===== src/rtl/cic_readout_sequencer.sv =====
// Captures the two CIC decimator outputs into holding registers and streams them as tagged,
// round-robin arbitrated byte frames. Define CIC_READOUT_CHECKSUM_EN for a trailing XOR byte.
module cic_readout_sequencer #(
   parameter int W1 = 10,
   parameter int W2 = 20
) (
   input  logic          clk_i,
   input  logic          rst_i,
   input  logic [W1-1:0] s1_data_i,
   input  logic          s1_strobe_i,
   input  logic [W2-1:0] s2_data_i,
   input  logic          s2_strobe_i,
   input  logic [1:0]    enable_i,
   input  logic          ovf_clr_i,
   output logic [7:0]    out_data_o,
   output logic          out_valid_o,
   output logic          out_last_o,
   input  logic          out_ready_i,
   output logic [1:0]    ovf_o,
   output logic          busy_o
);
   localparam int P1 = (W1 + 7) / 8;
   localparam int P2 = (W2 + 7) / 8;
   localparam int PM = (P1 > P2) ? P1 : P2;
   localparam int SW = 8 * (PM + 1);
`ifdef CIC_READOUT_CHECKSUM_EN
   localparam int CK = 1;
`else
   localparam int CK = 0;
`endif
   localparam logic [5:0] LEN1     = 6'(1 + P1 + CK);
   localparam logic [5:0] LEN2     = 6'(1 + P2 + CK);
   localparam logic [5:0] LAST_PAY = 6'(1 + CK);

   typedef enum logic [1:0] {
      ST_IDLE = 2'd0,
      ST_HDR  = 2'd1,
      ST_PAY  = 2'd2,
      ST_CHK  = 2'd3
   } state_t;

   state_t        state_r, state_next_s;
   logic [W1-1:0] hold1_r;
   logic [W2-1:0] hold2_r;
   logic [1:0]    pend_r, pend_next_s, lost_r, ovf_r, ovf_set_s;
   logic [1:0]    cap_s, gnt_mask_s, eff_pend_s;
   logic [2:0]    seq1_r, seq2_r;
   logic          last_ch_r, cur_ch_r;
   logic [SW-1:0] sh_r, sh_shift_s, frame_s;
   logic [5:0]    rem_r;
   logic [7:0]    hdr_s;
   logic          out_valid_r, out_last_r, busy_r;
   logic          hs_s, frame_end_s, grant_s, grant_ch_s;
`ifdef CIC_READOUT_CHECKSUM_EN
   logic [7:0]    csum_r;
`endif

   function automatic logic [7:0] header_byte(input logic ch, input logic [2:0] seq,
                                              input logic lost, input logic [2:0] cnt);
      return {ch, seq, lost, cnt};
   endfunction

   // Arbitration, capture/overflow decode and next frame image.
   always_comb begin
      hs_s        = out_valid_r & out_ready_i;
      frame_end_s = hs_s & out_last_r;
      eff_pend_s  = pend_r & enable_i;
      grant_s     = ((state_r == ST_IDLE) | frame_end_s) & (|eff_pend_s);
      grant_ch_s  = (&eff_pend_s) ? ~last_ch_r : eff_pend_s[1];
      if (grant_s) begin
         gnt_mask_s = grant_ch_s ? 2'b10 : 2'b01;
      end else begin
         gnt_mask_s = 2'b00;
      end
      cap_s       = {s2_strobe_i, s1_strobe_i} & enable_i;
      ovf_set_s   = cap_s & pend_r & ~gnt_mask_s;
      pend_next_s = enable_i & (cap_s | (pend_r & ~gnt_mask_s));
      if (grant_ch_s) begin
         hdr_s   = header_byte(1'b1, seq2_r, lost_r[1], 3'(P2));
         frame_s = {hdr_s, {(8*PM){1'b0}}} | (SW'(hold2_r) << (8 * (PM - P2)));
      end else begin
         hdr_s   = header_byte(1'b0, seq1_r, lost_r[0], 3'(P1));
         frame_s = {hdr_s, {(8*PM){1'b0}}} | (SW'(hold1_r) << (8 * (PM - P1)));
      end
      sh_shift_s = sh_r << 8;
`ifdef CIC_READOUT_CHECKSUM_EN
      if (rem_r == 6'd2) begin
         sh_shift_s[SW-1 -: 8] = csum_r;
      end else begin
         sh_shift_s[SW-1 -: 8] = sh_r[SW-9 -: 8];
      end
`endif
   end

   // Frame sequencing FSM next state.
   always_comb begin
      state_next_s = state_r;
      case (state_r)
         ST_IDLE: state_next_s = grant_s ? ST_HDR : ST_IDLE;
         ST_HDR:  state_next_s = hs_s ? ST_PAY : ST_HDR;
         ST_PAY: begin
            if (hs_s && (rem_r == LAST_PAY)) begin
`ifdef CIC_READOUT_CHECKSUM_EN
               state_next_s = ST_CHK;
`else
               state_next_s = grant_s ? ST_HDR : ST_IDLE;
`endif
            end else begin
               state_next_s = ST_PAY;
            end
         end
         ST_CHK:  state_next_s = hs_s ? (grant_s ? ST_HDR : ST_IDLE) : ST_CHK;
         default: state_next_s = ST_IDLE;
      endcase
   end

   // FSM state register.
   always_ff @(posedge clk_i) begin
      if (rst_i) begin
         state_r <= ST_IDLE;
      end else begin
         state_r <= state_next_s;
      end
   end

   // Holding registers, flags, counters and the outgoing byte shifter.
   always_ff @(posedge clk_i) begin
      if (rst_i) begin
         hold1_r     <= {W1{1'b0}};
         hold2_r     <= {W2{1'b0}};
         pend_r      <= 2'b00;
         lost_r      <= 2'b00;
         ovf_r       <= 2'b00;
         seq1_r      <= 3'd0;
         seq2_r      <= 3'd0;
         last_ch_r   <= 1'b1;
         cur_ch_r    <= 1'b0;
         sh_r        <= {SW{1'b0}};
         rem_r       <= 6'd0;
         out_valid_r <= 1'b0;
         out_last_r  <= 1'b0;
         busy_r      <= 1'b0;
`ifdef CIC_READOUT_CHECKSUM_EN
         csum_r      <= 8'd0;
`endif
      end else begin
         if (cap_s[0]) hold1_r <= s1_data_i; else hold1_r <= hold1_r;
         if (cap_s[1]) hold2_r <= s2_data_i; else hold2_r <= hold2_r;
         pend_r <= pend_next_s;
         lost_r <= (lost_r & ~gnt_mask_s) | ovf_set_s;
         ovf_r  <= (ovf_clr_i ? 2'b00 : ovf_r) | ovf_set_s;
         busy_r <= (state_next_s != ST_IDLE);
         if ((state_r == ST_HDR) && hs_s) begin
            if (cur_ch_r) seq2_r <= seq2_r + 3'd1; else seq1_r <= seq1_r + 3'd1;
         end
         if (grant_s) begin
            cur_ch_r    <= grant_ch_s;
            last_ch_r   <= grant_ch_s;
            sh_r        <= frame_s;
            rem_r       <= grant_ch_s ? LEN2 : LEN1;
            out_valid_r <= 1'b1;
            out_last_r  <= 1'b0;
`ifdef CIC_READOUT_CHECKSUM_EN
            csum_r      <= hdr_s;
`endif
         end else if (hs_s && out_last_r) begin
            out_valid_r <= 1'b0;
            out_last_r  <= 1'b0;
            rem_r       <= 6'd0;
         end else if (hs_s) begin
            sh_r       <= sh_shift_s;
            rem_r      <= rem_r - 6'd1;
            out_last_r <= (rem_r == 6'd2);
`ifdef CIC_READOUT_CHECKSUM_EN
            csum_r     <= csum_r ^ sh_r[SW-9 -: 8];
`endif
         end else begin
            sh_r <= sh_r;
         end
      end
   end

   assign out_data_o  = sh_r[SW-1 -: 8];
   assign out_valid_o = out_valid_r;
   assign out_last_o  = out_last_r;
   assign ovf_o       = ovf_r;
   assign busy_o      = busy_r;
endmodule

===== config.mk =====
export PLATFORM = sky130hd
export DESIGN_NAME = cic_readout_sequencer
export DESIGN_NICKNAME = d
export VERILOG_FILES = /design/src/rtl/cic_readout_sequencer.sv
export SDC_FILE = /design/constraint.sdc
export NUM_CORES = 1
export LEC_CHECK = 0
export ABC_CLOCK_PERIOD_IN_PS = 2600
export BUFFER_PORTS_ARGS = -buffer_cell sky130_fd_sc_hd__buf_4
export CAP_MARGIN = 25
export CORE_ASPECT_RATIO = 0.7
export CORE_MARGIN = 8
export CORE_UTILIZATION = 55
export DETAILED_ROUTE_END_ITERATION = 6
export PLACE_DENSITY_LB_ADDON = 0.15
export SYNTH_ARGS = -nofsm -noshare
export SYNTH_HDL_FRONTEND = slang
export SYNTH_SLANG_ARGS = --single-unit

===== constraint.sdc =====
create_clock -name clk_i -period 2.6 [get_ports clk_i]
set_input_delay 0.52 -clock clk_i [delete_from_list [all_inputs] [get_ports clk_i]]
set_output_delay 0.52 -clock clk_i [all_outputs]
set_load 0.05 [all_outputs]

Yosys cells after proc, flatten, opt, wreduce, memory -nomap -nowiden --
Cells that the tools add are included.
Storage, ports and cells: word-level logic and storage cells 76, latch bits 0, bits of input ports 38, output and inout port bits 13, RAM bits 0, bits in read-only memories 0, memories kept 0, register bits after elaboration 87
Operators by class: multiply operators 0, divide/modulo/power cells 0, add/subtract/negate cells 3, order comparisons 0, multiplexer cells 19, shift operators 0, eq/ne operators 6, bitwise operators 19, reductions and logical operators 14
Operators by type and width (number):
- $mux 32 | 4
- $or 32x20->32 | 1
- $or 31x18->31 | 1
- $mux 6 | 3
- $and 2x2->2 | 7
- $mux 2 | 6
- $pmux 2 s4 | 1
- $reduce_and 2->1 | 4
- $add 3x1->3 const B | 2
- $eq 6x1->1 const B | 1
- $eq 6x2->1 const B | 1
- $or 2x2->2 | 3
- $reduce_bool 2->1 | 3
- $sub 6x1->6 const B | 1
- $eq 2x2->1 const B | 2
- $mux 1 | 4
- $and 1x1->1 | 3
- $logic_and 1x1->1 | 3
- $mux 3 | 1
- $reduce_bool 3->1 | 1
- $reduce_or 3->1 | 1
- $eq 2x1->1 const B | 1
- $logic_not 2->1 | 1
- $ne 2x2->1 const B | 1
- other kinds (4) | 5

Logic depth before layout (Yosys ltp) --
depth in word-level cells 9, depth in mapped cells 6, gate-level depth less buffers 6

Worst setup path before layout --
No wires, ideal clock.
path type flip-flop to flip-flop, start register out_valid_r (netlist: out_valid_o), end register sh_r[28], library setup time 0.139 ns, path slack 0.798 ns, data arrival time 1.663 ns, buffers on the path 2, cell stages (with the launch flop) 7, clock period less this slack 1.802 ns, data required time 2.461 ns, path through dfxtp_1 -> buf_2 -> nand3b_2 -> a22o_1 -> buf_2 -> a21oi_1 -> a211oi_2
Between the ends: cells in the longest elaborated chain, start to end 6
Ends and longest elaborated chain:
- start: declaration | RTL line 52 | logic out_valid_r, out_last_r, busy_r;
- start signal: assignment | RTL line 140 | out_valid_r <= 1'b0;
- start signal: assignment | RTL line 161 | out_valid_r <= 1'b1;
- start signal: assignment | RTL line 167 | out_valid_r <= 1'b0;
- $and 1x1->1 (*) | RTL line 65 | hs_s = out_valid_r & out_ready_i;
- $and 1x1->1 | RTL line 66 | frame_end_s = hs_s & out_last_r;
- $or 1x1->1 | RTL line 68 | grant_s = ((state_r == ST_IDLE) | frame_end_s) & (|eff_pend_s);
- $and 1x1->1 | RTL line 68
- $ne 2x2->1 (no source line) / $reduce_bool 2->1 (equally long branches)
- $reduce_and 2->1 (no source line)
- end signal: assignment | RTL line 138 | sh_r <= {SW{1'b0}};
- end signal: assignment | RTL line 159 | sh_r <= frame_s;
- end signal: assignment | RTL line 171 | sh_r <= sh_shift_s;
- end: declaration | RTL line 49 | logic [SW-1:0] sh_r, sh_shift_s, frame_s;
Every way passes the cells marked *; elsewhere a longest branch is shown, timed or not. A chain may end at the register's enable or synchronous reset.

Worst setup path after layout --
start register out_last_r (netlist: out_last_o), end register sh_r[26]
Between the ends: cells in the longest elaborated chain, start to end 5
Ends and longest elaborated chain:
- start: declaration | RTL line 52
- start signal: assignment | RTL line 173 | out_last_r <= (rem_r == 6'd2);
- $and 1x1->1 | RTL line 66
- $or 1x1->1 | RTL line 68
- $and 1x1->1 | RTL line 68
- $ne 2x2->1 (no source line) / $reduce_bool 2->1 (equally long branches)
- $reduce_and 2->1 (no source line)
Parallel ways exist; a longest one is shown, timed or not.

==> impl_metrics.tcl <==
set metrics [dict create \
    power_per_cell_area_nw_per_um2 605 \
    route.vias.total 3415 \
    layout.cells.most_common "sky130_fd_sc_hd__dfxtp_1" \
    cts_hold_buffers 0 \
    synth.yosys.seq_area_share_pct 44.3 \
    clock_transition_at_the_register_clock_pins_on_the_worst_setup_and_hold_paths_after_cts_ns 0.08 \
    multi_input_comb_area_um2 1940 \
    timing.hold.worst.class "in -> reg" \
    setup-violations-final 0 \
    wl_per_cell_um 16.8 \
    max_slew.worst_pin.slew_ns 0.737 \
    report.final.slew_viol_count 0 \
    run_status "completed" \
    async_flop_share_pct 0 \
    startpoint_type "register" \
    fill_cells 601 \
    wirelength_um 9790 \
    internal_power_consumption_mw 1.89 \
    post-synth-top-area-fraction_pct 44.3 \
    cts.root.buffer_cell "sky130_fd_sc_hd__clkbuf_8" \
    die_w_um 117 \
    cp.arrival_ns 2.34 \
    cts_resized 0 \
    netlist_instances 460 \
    core_region_area_um2 6850 \
    cts.sink_count 87 \
    finalCriticalPeriod_ns 2.08 \
    cts.htree.levels 3 \
    timing_worst_setup_path_type "reg -> reg" \
    detail_route.drc_violations 0 \
    postSynth.topFlopCell "sky130_fd_sc_hd__dfxtp_1" \
    antenna_cells_inserted 0 \
    port-buffer-count 50 \
    drt-initial-drc-count 365 \
    floorplan.initialDensity_pct 57.4 \
    area_growth_synth_to_finish_pct 11.3 \
    synth_enable_flop_cells 0 \
    detail_route.vias_per_cell 5.87 \
    most_frequent_cells_in_the_layout "sky130_fd_sc_hd__dfxtp_1 (87), sky130_fd_sc_hd__nand2_1 (70), sky130_fd_sc_hd__a21oi_1 (59)" \
    syn-num-nets 503 \
    switching_share_pct 28.7 \
    grt_first_pass_wirelength_um 15900 \
    yosys_warnings 0 \
    rsz0062_at_grt "false" \
    gr_ovfl_total 0 \
    synth_cell_types 51 \
    final_net_count 526 \
    post_cts.repair.setup_buffers 0 \
    clock-skew-final_ns 0.00947 \
    grtUsageTotal_pct 20.3 \
    synth_top_cells_by_area "sky130_fd_sc_hd__dfxtp_1 (44%), sky130_fd_sc_hd__a21oi_1 (7.5%), sky130_fd_sc_hd__nand2_1 (6.7%), sky130_fd_sc_hd__nor2_1 (4.0%), sky130_fd_sc_hd__a211oi_1 (3.2%)" \
    die_height_um 86.7 \
    dpl_worst_slack_ns 0.570 \
    setup.worst_path.end_class "register" \
    synth.cell_area_um2 3930 \
    placedInstanceArea_um2 4220 \
    placement_rows 25 \
    clock_tree_from_tritoncts "built" \
    critical_path_peak_fanout 20 \
    die_area_um2 10200 \
    maxClockFrequency_ghz 0.481 \
    pwr-share-clk_pct 30.6 \
    clock_latency_at_the_later_pin_of_the_worst_skew_pair_ns 0.37 \
    synthesis.area_per_instance_um2 8.55 \
    first_global_vias 3089 \
    io_pins 51 \
    drive_above_1_share_pct 18.4 \
    ys_seq_elements 87 \
    timing.max_cap.violations 0 \
    rd_place_congestion 0.845 \
    static-leakage-power_nw 1.65 \
    postRouteAntennaNets 0 \
    combPwrFrac_pct 14.7 \
    sequential_cell_area_um2 1740 \
    clockBufferDepth 2 \
    switchingPower_uw 761 \
    seqPwrFrac_pct 54.7 \
    power_mw 2.65 \
    drt_pre_antenna_iters 5 \
    fin_setup_tns_ns 0 \
    timing.critical_path.required_ns 2.86 \
    layout_worst_path_cycle_share_pct 80.0 \
    grt_antenna_before_repair 0 \
    dp.final_hpwl_um 6920 \
    hold_violations 0 \
    grt_start_max_net_pins 55 \
    biggest_area_consumer_among_synthesized_cells "sky130_fd_sc_hd__dfxtp_1" \
    irDropWorstVdd_mv 0.408 \
    fin_ws_ns 0.519 \
    cts_made_buffers 9 \
    final_design_instance_area_without_fill_um2 4380 \
    slew_headroom_pct 50.9 \
]
-- cells by family after synthesis --
| logic type | count (synthesis) | synth area share (%) |
|---|---|---|
| simple gates | 183 | 23.6 |
| compound gates | 131 | 22.3 |
| flops | 87 | 44.3 |
| buf+inv | 46 | 6.37 |
| xor+xnor | 7 | 1.56 |
| fa+ha+maj | 5 | 1.59 |
| mux | 1 | 0.255 |
-- worst paths after layout --
kind / start / end / slack (ns) / cells past startpoint
max: out_last_o / sh_r[26] / 0.52 / 4
min: s2_data_i[3] / hold2_r[3] / 0.39 / 3
max reg2reg: out_last_o / sh_r[26] / 0.52 / 4
min reg2reg: hold1_r[0] / hold1_r[0] / 0.45 / 2
-- cells in the mapped netlist, drive strengths merged (2+ instances only) --
| master | instances |
|---|---|
| dfxtp | 87 |
| nand2 | 73 |
| a21oi | 59 |
| nor2 | 42 |
| buf | 26 |
| a211oi | 24 |
| o21ai | 18 |
| clkbuf | 16 |
| and3 | 15 |
| nor3b | 13 |
| a22oi | 10 |
| nor3 | 9 |
| a22o | 7 |
| nand3 | 7 |
| nor4 | 6 |
| and2 | 5 |
| ha | 5 |
| inv | 4 |
| xnor2 | 4 |
| nand3b | 3 |
| xor2 | 3 |
| a21o | 2 |
| a31oi | 2 |
| nand2b | 2 |
| o31ai | 2 |
| or3 | 2 |
-- area by class of cell --
| type | count | share of cell area, % |
|---|---|---|
| Multi-Input combinational cell | 327 | 44.3 |
| Sequential cell | 87 | 39.8 |
| Timing Repair Buffer | 54 | 9.26 |
| Clock buffer | 12 | 3.09 |
| Tap cell | 94 | 2.69 |
| Clock inverter | 4 | 0.515 |
| Inverter | 4 | 0.343 |
-- through the flow --
| stage | util (%) | hold slack, ns | std cells |
|---|---|---|---|
| floorplan | - | 0.432 | 460 |
| global placement | 61.6 | 0.446 | 566 |
| detailed placement | 61.6 | 0.447 | 566 |
| CTS | 63.9 | 0.374 | 582 |
| global route | 63.9 | 0.380 | 582 |
| finish | 63.9 | 0.387 | 582 |
-- state kept, by name, indices dropped and copies added (netlist names) --
register / cells
sh_r: 32
hold2_r: 20
hold1_r: 10
rem_r: 6
seq1_r: 3
seq2_r: 3
lost_r: 2
ovf_o: 2
pend_r: 2
state_r: 2
busy_o: 1
cur_ch_r: 1
last_ch_r: 1
out_last_o: 1
out_valid_o: 1
-- routing by layer --
layer / up-vias / part of all wire (%) / GRT usage, % / wire length, um
met1: 1609 / 50 / 29.3 / 4860
met5: - / 0 / 0 / 0
met3: 14 / 9.1 / 6.80 / 888
li1: 1660 / - / - / -
met2: 132 / 40 / 27.6 / 3920
met4: 0 / 1.2 / 5.56 / 119
-- critical path: stages, from the launching register on --
cell and delay [ns]:
sky130_fd_sc_hd__dfxtp_1 0.47, sky130_fd_sc_hd__nand3b_2 0.41, sky130_fd_sc_hd__a22oi_4 0.56, sky130_fd_sc_hd__nor2_1 0.23, sky130_fd_sc_hd__a22o_1 0.29
-- power by group through the flow --
stage / clock network [mW] / logic, mW / registers, mW
4_1_cts: 0.826 / 0.387 / 1.45
5_1_grt: 0.881 / 0.428 / 1.46
3_5_place_dp: 0 / 0.386 / 1.48
6_report: 0.810 / 0.389 / 1.45
3_3_place_gp: 0 / 0.382 / 1.48
2_1_floorplan: 0 / 0.289 / 1.47
No activity file was read; power rests on OpenSTA's default activity.
